==> src/rtl/comb_sweep_controller_if.sv <==
// ---------------------------------------------------------------------------
// comb_sweep_controller_if
// Bundles the signals between the sweep controller, the unit under test
// and the requesting host.
//   start              host -> controller sweep request
//   a, b, c            controller -> unit input vector ({a,b,c}, a is MSB)
//   x_in, y_in         unit -> controller outputs being checked
//   busy, done         sweep status / one-cycle completion pulse
//   x_cap, y_cap       per-vector captured unit outputs
//   err_count          number of mismatching vectors
//   fail_valid         at least one mismatch seen
//   first_fail         index of the first mismatching vector
//   pass               last completed sweep was clean
// The slave modport is the controller.
// The master modport is its environment, which is the host plus the unit.
// ---------------------------------------------------------------------------
interface comb_sweep_controller_if;
    logic       start;
    logic       a;
    logic       b;
    logic       c;
    logic       x_in;
    logic       y_in;
    logic       busy;
    logic       done;
    logic [7:0] x_cap;
    logic [7:0] y_cap;
    logic [3:0] err_count;
    logic       fail_valid;
    logic [2:0] first_fail;
    logic       pass;

    modport slave (
        input  start, x_in, y_in,
        output a, b, c, busy, done, x_cap, y_cap,
               err_count, fail_valid, first_fail, pass
    );

    modport master (
        output start, x_in, y_in,
        input  a, b, c, busy, done, x_cap, y_cap,
               err_count, fail_valid, first_fail, pass
    );
endinterface

==> src/rtl/comb_sweep_controller.sv <==
// ---------------------------------------------------------------------------
// comb_sweep_controller
// Walks the 3-input/2-output combinational unit through all 8 input vectors.
// Each vector is held for HOLD_CYCLES cycles and the unit outputs are
// sampled on the last of those cycles. The samples are compared against the
// golden truth tables EXP_X/EXP_Y, and the results are reported via the
// interface.
// Ports:
//   clk   rising-edge clock
//   rst   synchronous active-high reset; it overrides everything
//   bus   comb_sweep_controller_if.slave. It carries the start/busy/done
//         handshake, the unit drive/observe pins and the result registers.
// ---------------------------------------------------------------------------
module comb_sweep_controller #(
    parameter int unsigned HOLD_CYCLES = 2,      // legal range 1..15
    parameter logic [7:0]  EXP_X       = 8'hA9,  // bit v = golden x for vector v
    parameter logic [7:0]  EXP_Y       = 8'hC0   // bit v = golden y for vector v
) (
    input  logic                     clk,
    input  logic                     rst,
    comb_sweep_controller_if.slave   bus
);

    typedef enum logic [1:0] {
        IDLE  = 2'd0,
        DRIVE = 2'd1,
        DONE  = 2'd2
    } state_t;

    // The hold counter starts at 0, so the sample edge is the one where it reads HOLD_CYCLES-1.
    localparam logic [3:0] HOLD_LAST = 4'(HOLD_CYCLES - 1);

    state_t     state_q;
    logic [2:0] vec_q;
    logic [3:0] hold_q;
    logic [2:0] abc_q;
    logic       busy_q;
    logic       done_q;
    logic [7:0] x_cap_q;
    logic [7:0] y_cap_q;
    logic [3:0] err_count_q;
    logic       fail_valid_q;
    logic [2:0] first_fail_q;
    logic       pass_q;

    logic       sample_d;
    logic       mismatch_d;
    logic [3:0] err_count_d;

    // A vector fails if either unit output differs from its golden value.
    function automatic logic vec_mismatch(input logic x, input logic y, input logic [2:0] v);
        return (x != EXP_X[v]) | (y != EXP_Y[v]);
    endfunction

    // Sample-edge detection and the error count including the current vector.
    always_comb begin
        sample_d    = 1'b0;
        mismatch_d  = 1'b0;
        err_count_d = err_count_q;
        if ((state_q == DRIVE) && (hold_q == HOLD_LAST)) begin
            sample_d   = 1'b1;
            mismatch_d = vec_mismatch(bus.x_in, bus.y_in, vec_q);
        end else begin
            sample_d   = 1'b0;
            mismatch_d = 1'b0;
        end
        if (sample_d && mismatch_d) begin
            err_count_d = err_count_q + 4'd1;
        end else begin
            err_count_d = err_count_q;
        end
    end

    // Sweep FSM with all outputs registered.
    always_ff @(posedge clk) begin
        if (rst) begin
            state_q      <= IDLE;
            vec_q        <= 3'd0;
            hold_q       <= 4'd0;
            abc_q        <= 3'd0;
            busy_q       <= 1'b0;
            done_q       <= 1'b0;
            x_cap_q      <= 8'h00;
            y_cap_q      <= 8'h00;
            err_count_q  <= 4'd0;
            fail_valid_q <= 1'b0;
            first_fail_q <= 3'd0;
            pass_q       <= 1'b0;
        end else begin
            case (state_q)
                IDLE: begin
                    done_q <= 1'b0;
                    abc_q  <= 3'd0;
                    busy_q <= 1'b0;
                    if (bus.start) begin
                        state_q      <= DRIVE;
                        vec_q        <= 3'd0;
                        hold_q       <= 4'd0;
                        busy_q       <= 1'b1;
                        x_cap_q      <= 8'h00;
                        y_cap_q      <= 8'h00;
                        err_count_q  <= 4'd0;
                        fail_valid_q <= 1'b0;
                        first_fail_q <= 3'd0;
                        pass_q       <= 1'b0;
                    end
                end
                DRIVE: begin
                    if (sample_d) begin
                        x_cap_q[vec_q] <= bus.x_in;
                        y_cap_q[vec_q] <= bus.y_in;
                        err_count_q    <= err_count_d;
                        if (mismatch_d && !fail_valid_q) begin
                            first_fail_q <= vec_q;
                            fail_valid_q <= 1'b1;
                        end
                        hold_q <= 4'd0;
                        if (vec_q == 3'd7) begin
                            // The verdict uses the count that already includes vector 7.
                            state_q <= DONE;
                            busy_q  <= 1'b0;
                            done_q  <= 1'b1;
                            abc_q   <= 3'd0;
                            pass_q  <= (err_count_d == 4'd0);
                        end else begin
                            vec_q <= vec_q + 3'd1;
                            abc_q <= vec_q + 3'd1;
                        end
                    end else begin
                        hold_q <= hold_q + 4'd1;
                    end
                end
                DONE: begin
                    state_q <= IDLE;
                    done_q  <= 1'b0;
                    busy_q  <= 1'b0;
                    abc_q   <= 3'd0;
                end
                default: begin
                    state_q <= IDLE;
                    done_q  <= 1'b0;
                    busy_q  <= 1'b0;
                    abc_q   <= 3'd0;
                end
            endcase
        end
    end

    assign bus.a          = abc_q[2];
    assign bus.b          = abc_q[1];
    assign bus.c          = abc_q[0];
    assign bus.busy       = busy_q;
    assign bus.done       = done_q;
    assign bus.x_cap      = x_cap_q;
    assign bus.y_cap      = y_cap_q;
    assign bus.err_count  = err_count_q;
    assign bus.fail_valid = fail_valid_q;
    assign bus.first_fail = first_fail_q;
    assign bus.pass       = pass_q;

endmodule

==> src/flat_wrapper.sv <==
// flat-port wrapper written by rule: the top's interface ports become plain ports
module comb_sweep_controller_flat 
#(
    parameter int unsigned HOLD_CYCLES = 2,                          
    parameter logic [7:0]  EXP_X       = 8'hA9,                                  
    parameter logic [7:0]  EXP_Y       = 8'hC0                                   
)
  (clk, rst, bus_start, bus_x_in, bus_y_in, bus_a, bus_b, bus_c, bus_busy, bus_done, bus_x_cap, bus_y_cap, bus_err_count, bus_fail_valid, bus_first_fail, bus_pass);
  comb_sweep_controller_if bus_i ();
  input  logic clk;
  input  logic rst;
  input wire logic [$bits(bus_i.start)-1:0] bus_start;
  input wire logic [$bits(bus_i.x_in)-1:0] bus_x_in;
  input wire logic [$bits(bus_i.y_in)-1:0] bus_y_in;
  output wire logic [$bits(bus_i.a)-1:0] bus_a;
  output wire logic [$bits(bus_i.b)-1:0] bus_b;
  output wire logic [$bits(bus_i.c)-1:0] bus_c;
  output wire logic [$bits(bus_i.busy)-1:0] bus_busy;
  output wire logic [$bits(bus_i.done)-1:0] bus_done;
  output wire logic [$bits(bus_i.x_cap)-1:0] bus_x_cap;
  output wire logic [$bits(bus_i.y_cap)-1:0] bus_y_cap;
  output wire logic [$bits(bus_i.err_count)-1:0] bus_err_count;
  output wire logic [$bits(bus_i.fail_valid)-1:0] bus_fail_valid;
  output wire logic [$bits(bus_i.first_fail)-1:0] bus_first_fail;
  output wire logic [$bits(bus_i.pass)-1:0] bus_pass;
  assign bus_i.start = bus_start;
  assign bus_i.x_in = bus_x_in;
  assign bus_i.y_in = bus_y_in;
  assign bus_a = bus_i.a;
  assign bus_b = bus_i.b;
  assign bus_c = bus_i.c;
  assign bus_busy = bus_i.busy;
  assign bus_done = bus_i.done;
  assign bus_x_cap = bus_i.x_cap;
  assign bus_y_cap = bus_i.y_cap;
  assign bus_err_count = bus_i.err_count;
  assign bus_fail_valid = bus_i.fail_valid;
  assign bus_first_fail = bus_i.first_fail;
  assign bus_pass = bus_i.pass;
  comb_sweep_controller #(.HOLD_CYCLES(HOLD_CYCLES), .EXP_X(EXP_X), .EXP_Y(EXP_Y)) u_core (.clk(clk), .rst(rst), .bus(bus_i));
endmodule
==> config.mk <==
export PLATFORM = sky130hd
export DESIGN_NAME = comb_sweep_controller_flat
export DESIGN_NICKNAME = d
export VERILOG_FILES = /design/src/rtl/comb_sweep_controller_if.sv /design/src/rtl/comb_sweep_controller.sv /design/src/flat_wrapper.sv
export SDC_FILE = /design/constraint.sdc
export NUM_CORES = 1
export LEC_CHECK = 0
export BUFFER_PORTS_ARGS = -buffer_cell sky130_fd_sc_hd__clkbuf_2
export CELL_PAD_IN_SITES_DETAIL_PLACEMENT = 1
export CELL_PAD_IN_SITES_GLOBAL_PLACEMENT = 1
export CORE_ASPECT_RATIO = 1.1
export CORE_MARGIN = 5
export CORE_UTILIZATION = 40
export CTS_CLUSTER_DIAMETER = 50
export DETAILED_ROUTE_END_ITERATION = 16
export GPL_TIMING_DRIVEN = 0
export HOLD_SLACK_MARGIN = 0.08
export PLACE_DENSITY_LB_ADDON = 0.15
export RECOVER_POWER = 25
export SYNTH_ARGS = -nofsm -noshare
export SYNTH_HDL_FRONTEND = slang
export SYNTH_SLANG_ARGS = --single-unit
export TNS_END_PERCENT = 100
==> constraint.sdc <==
create_clock -name clk -period 2.12 [get_ports clk]
set_input_delay 0.318 -clock clk [delete_from_list [all_inputs] [get_ports clk]]
set_output_delay 0.318 -clock clk [all_outputs]
set_load 0.02 [all_outputs]
==> results.md <==
* Gr usage total at between 10% and 20%
* Port Buffers at 33
* Fin. max-slew vios at 0
* Synth Flop Type: dfxtp_1
* Yosys warns at 0
* Worst slew pin tran at 0.615 ns
* EDFF count, synth at 0
* Commonest cells after routing, fill and taps aside: dfxtp_1, nor2_1, clkbuf_1
* Net Count, Synth at between 200 and 250
* Post-Route WL at 5.23 mm
* Final min period at 1.99 ns
* Ys async rst share at 0%
* R2R Path Start: u_core.hold_q[2]$_SDFFE_PP0P_
* Worst EP arrival at between 2 and 2.5 ns
* Total CTS buffers at 5
* Sequential area share after synthesis at a little over two fifths
* Top fanout value on the critical path at 7
* Hold crit path type: input pin to flip-flop
* Initial core utilization at between 40% and 50%
* Worst skew pair latency at approximately 0.31 ns
* Worst path required time at roughly 2.3 ns
* Largest family of logic cells by synthesized area: simple AND/OR/NAND/NOR gates
* Initial DRT Pass Iterations at 4
* Vias in the first global route at 1,723
* Achievable Freq at ~0.50 GHz
* Startpoint types: flip-flop
* Die Wd at around 75 µm
* Initial DRC count at 76
* Final net count at roughly 270
* Max cap viols at 0
* Via density at 5.55
* Clock Path Buffers at 2
* Dpl ws at -0.140 ns
* Die Height at a little over 80 µm
* Die ar. at 6130 µm²
* DPL Wire Length at about 3.7 mm
* Post-Synth XOR/XNOR Area at approximately 1.4%
* Worst-case vdd ir drop at just over 0.4 mV
* Largest net degree at the start of global routing at 14
* CTS root buffer: clkbuf_8
* H-tree Lvls at 2
* Synth Area in Adders at around 3.4%
* Simple-Gate Fraction of Synth Area at around a quarter
* Final Hold Violating Endpoints at 0
* TNS Setup at 0 ns
* First-pass GRT wire length at ~8.7 mm
* Post-Synthesis Cells at roughly 220
* Antenna violations before repair at 0
* Mux share of post-synthesis cell area at under 10%
* Routed Antenna Nets at 0
* # IOs at 35
* Compound-cell area share of the yosys netlist at roughly a fifth
* Grt ovf at 0
* Rel. slew slack at between 50% and 60%
* Vias at 1,748
* Skew final at between 0.01 and 0.015 ns
* Layout area overhead at 20.2%
* Min-Delay Startpoint: rst
* Leading cell type in the layout, fill and taps excluded: dfxtp_1
* Final setup fails at 0
* Ant diodes at 0
* Row count at 26
* CTS tree: yes
* FF+latch count, synth at 41
* Reg2Reg Setup Slack at between 0.1 and 0.15 ns
* Routability cong. at 0.785
* Core region area at around 4600 µm²
* PwrDens at 719 nW/µm²
* Worst setup EP type: flip-flop
* Detailed-route DRC error count at 0
* Final period util at about 94%
* Count of different cell masters after synthesis at 39
* Avg Cell Area, Syn at ~8.7 µm²
* Mapped Area at between 1500 and 2000 µm²
* WL/cell at 16.6 µm
* Clk sink count at slightly above 40
* RSZ-0062 raised after global routing: false
* CP Launch Point: u_core.hold_q[2]$_SDFFE_PP0P_
* Leakage Power at just over 0.0008 µW
* Post-route setup slack at between 0.1 and 0.15 ns
* Layout cells sized above 1 at 15.1%
* Crit Path Class: flip-flop to flip-flop
* Status: completed
* Clk pin slew, worst setup/hold paths at approximately 0.080 ns
timing repair:
item / in CTS / in global routing
buffers inserted: 1 / 2
hold buffers: 0 / 0
endpoints found under the setup margin: 2 / 18
pin swaps: 0 / 1
gates resized for setup: 2 / 6
cell usage after synthesis (3+ instances only):
master	count	area, µm²
a211oi_1	3	22.5
nand3_1	6	30.0
a21oi_1	13	65.1
nand2_1	11	41.3
and3_1	6	37.5
mux2i_1	5	50.1
clkbuf_1	12	45.0
ha_1	5	62.6
nor3_1	13	65.1
nor2b_1	3	18.8
nor2_1	31	116
nand2b_1	5	31.3
dfxtp_1	41	821
inv_1	4	15.0
o21ai_1	8	40.0
a22oi_1	18	135
a31oi_1	3	18.8
metal layers:
layer | up-vias | track usage (%) | part of all wire, %
met5 | - | 0 | 0
met1 | 850 | 24.2 | 45
li1 | 864 | - | -
met3 | 7 | 3.43 | 3.0
met2 | 27 | 30.9 | 50
met4 | 0 | 7.17 | 1.7
stage by stage:
step	total power [µW]	area, µm²	utilization, %	cells	hold WS (ns)
final	1610	2240	48.9	315	0.461
after global routing	1690	2240	48.9	315	0.496
after CTS	1630	2240	48.8	313	0.457
after detailed placement	952	2100	45.8	304	0.468
after global placement	950	2100	45.8	304	0.461
after floorplan	909	1870	-	215	0.496
layout make-up:
type,count,area [µm²]
timing repair buffer,36,166
tap,56,70.1
sequential,41,822
multi-input combinational,156,991
clock inverter,2,37.5
inverter,4,15.0
buffer,14,58.8
fill,571,2340
clock buffer,6,82.6
final timing paths:
path | end | cells after the start
setup / recovery | u_core.bus.pass$_SDFFE_PP0P_ | 6
hold / removal | u_core.bus.pass$_SDFFE_PP0P_ | 2
setup reg to reg | u_core.bus.pass$_SDFFE_PP0P_ | 6
hold reg to reg | u_core.bus.first_fail[2]$_SDFFE_PP0P_ | 2
power breakdown:
part           switching, µW  internal (µW)
combinational            107           51.3
clock                    287            383
sequential              8.15            778
sequential cells by signal, summed over array words and instances (netlist names), named ones only:
| name | cells |
|---|---|
| u_core.bus.x_cap | 8 |
| u_core.bus.y_cap | 8 |
| u_core.bus.err_count | 4 |
| u_core.hold_q | 4 |
| u_core.abc_q | 3 |
| u_core.bus.first_fail | 3 |
| u_core.vec_q | 3 |
| u_core.state_q | 2 |
| u_core.bus.busy | 1 |
| u_core.bus.done | 1 |
| u_core.bus.fail_valid | 1 |
| u_core.bus.pass | 1 |
critical path: stages (launching register included):
cell      delay [ns]
dfxtp_2         0.37
or4b_1          0.54
buf_2           0.19
a211oi_4        0.35
a211oi_1        0.13
a41oi_1         0.22
o41ai_2         0.08
kinds of logic after synthesis:
kind of cell / Yosys count
and+or+nand+nor: 86
AOI/OAI and AO/OA: 57
xor gates and xnor gates: 3
DFF: 41
buffers and inverters: 18
adders and majority gates: 5
muxes: 5
Note: power is estimated with default switching activity, not from simulation.
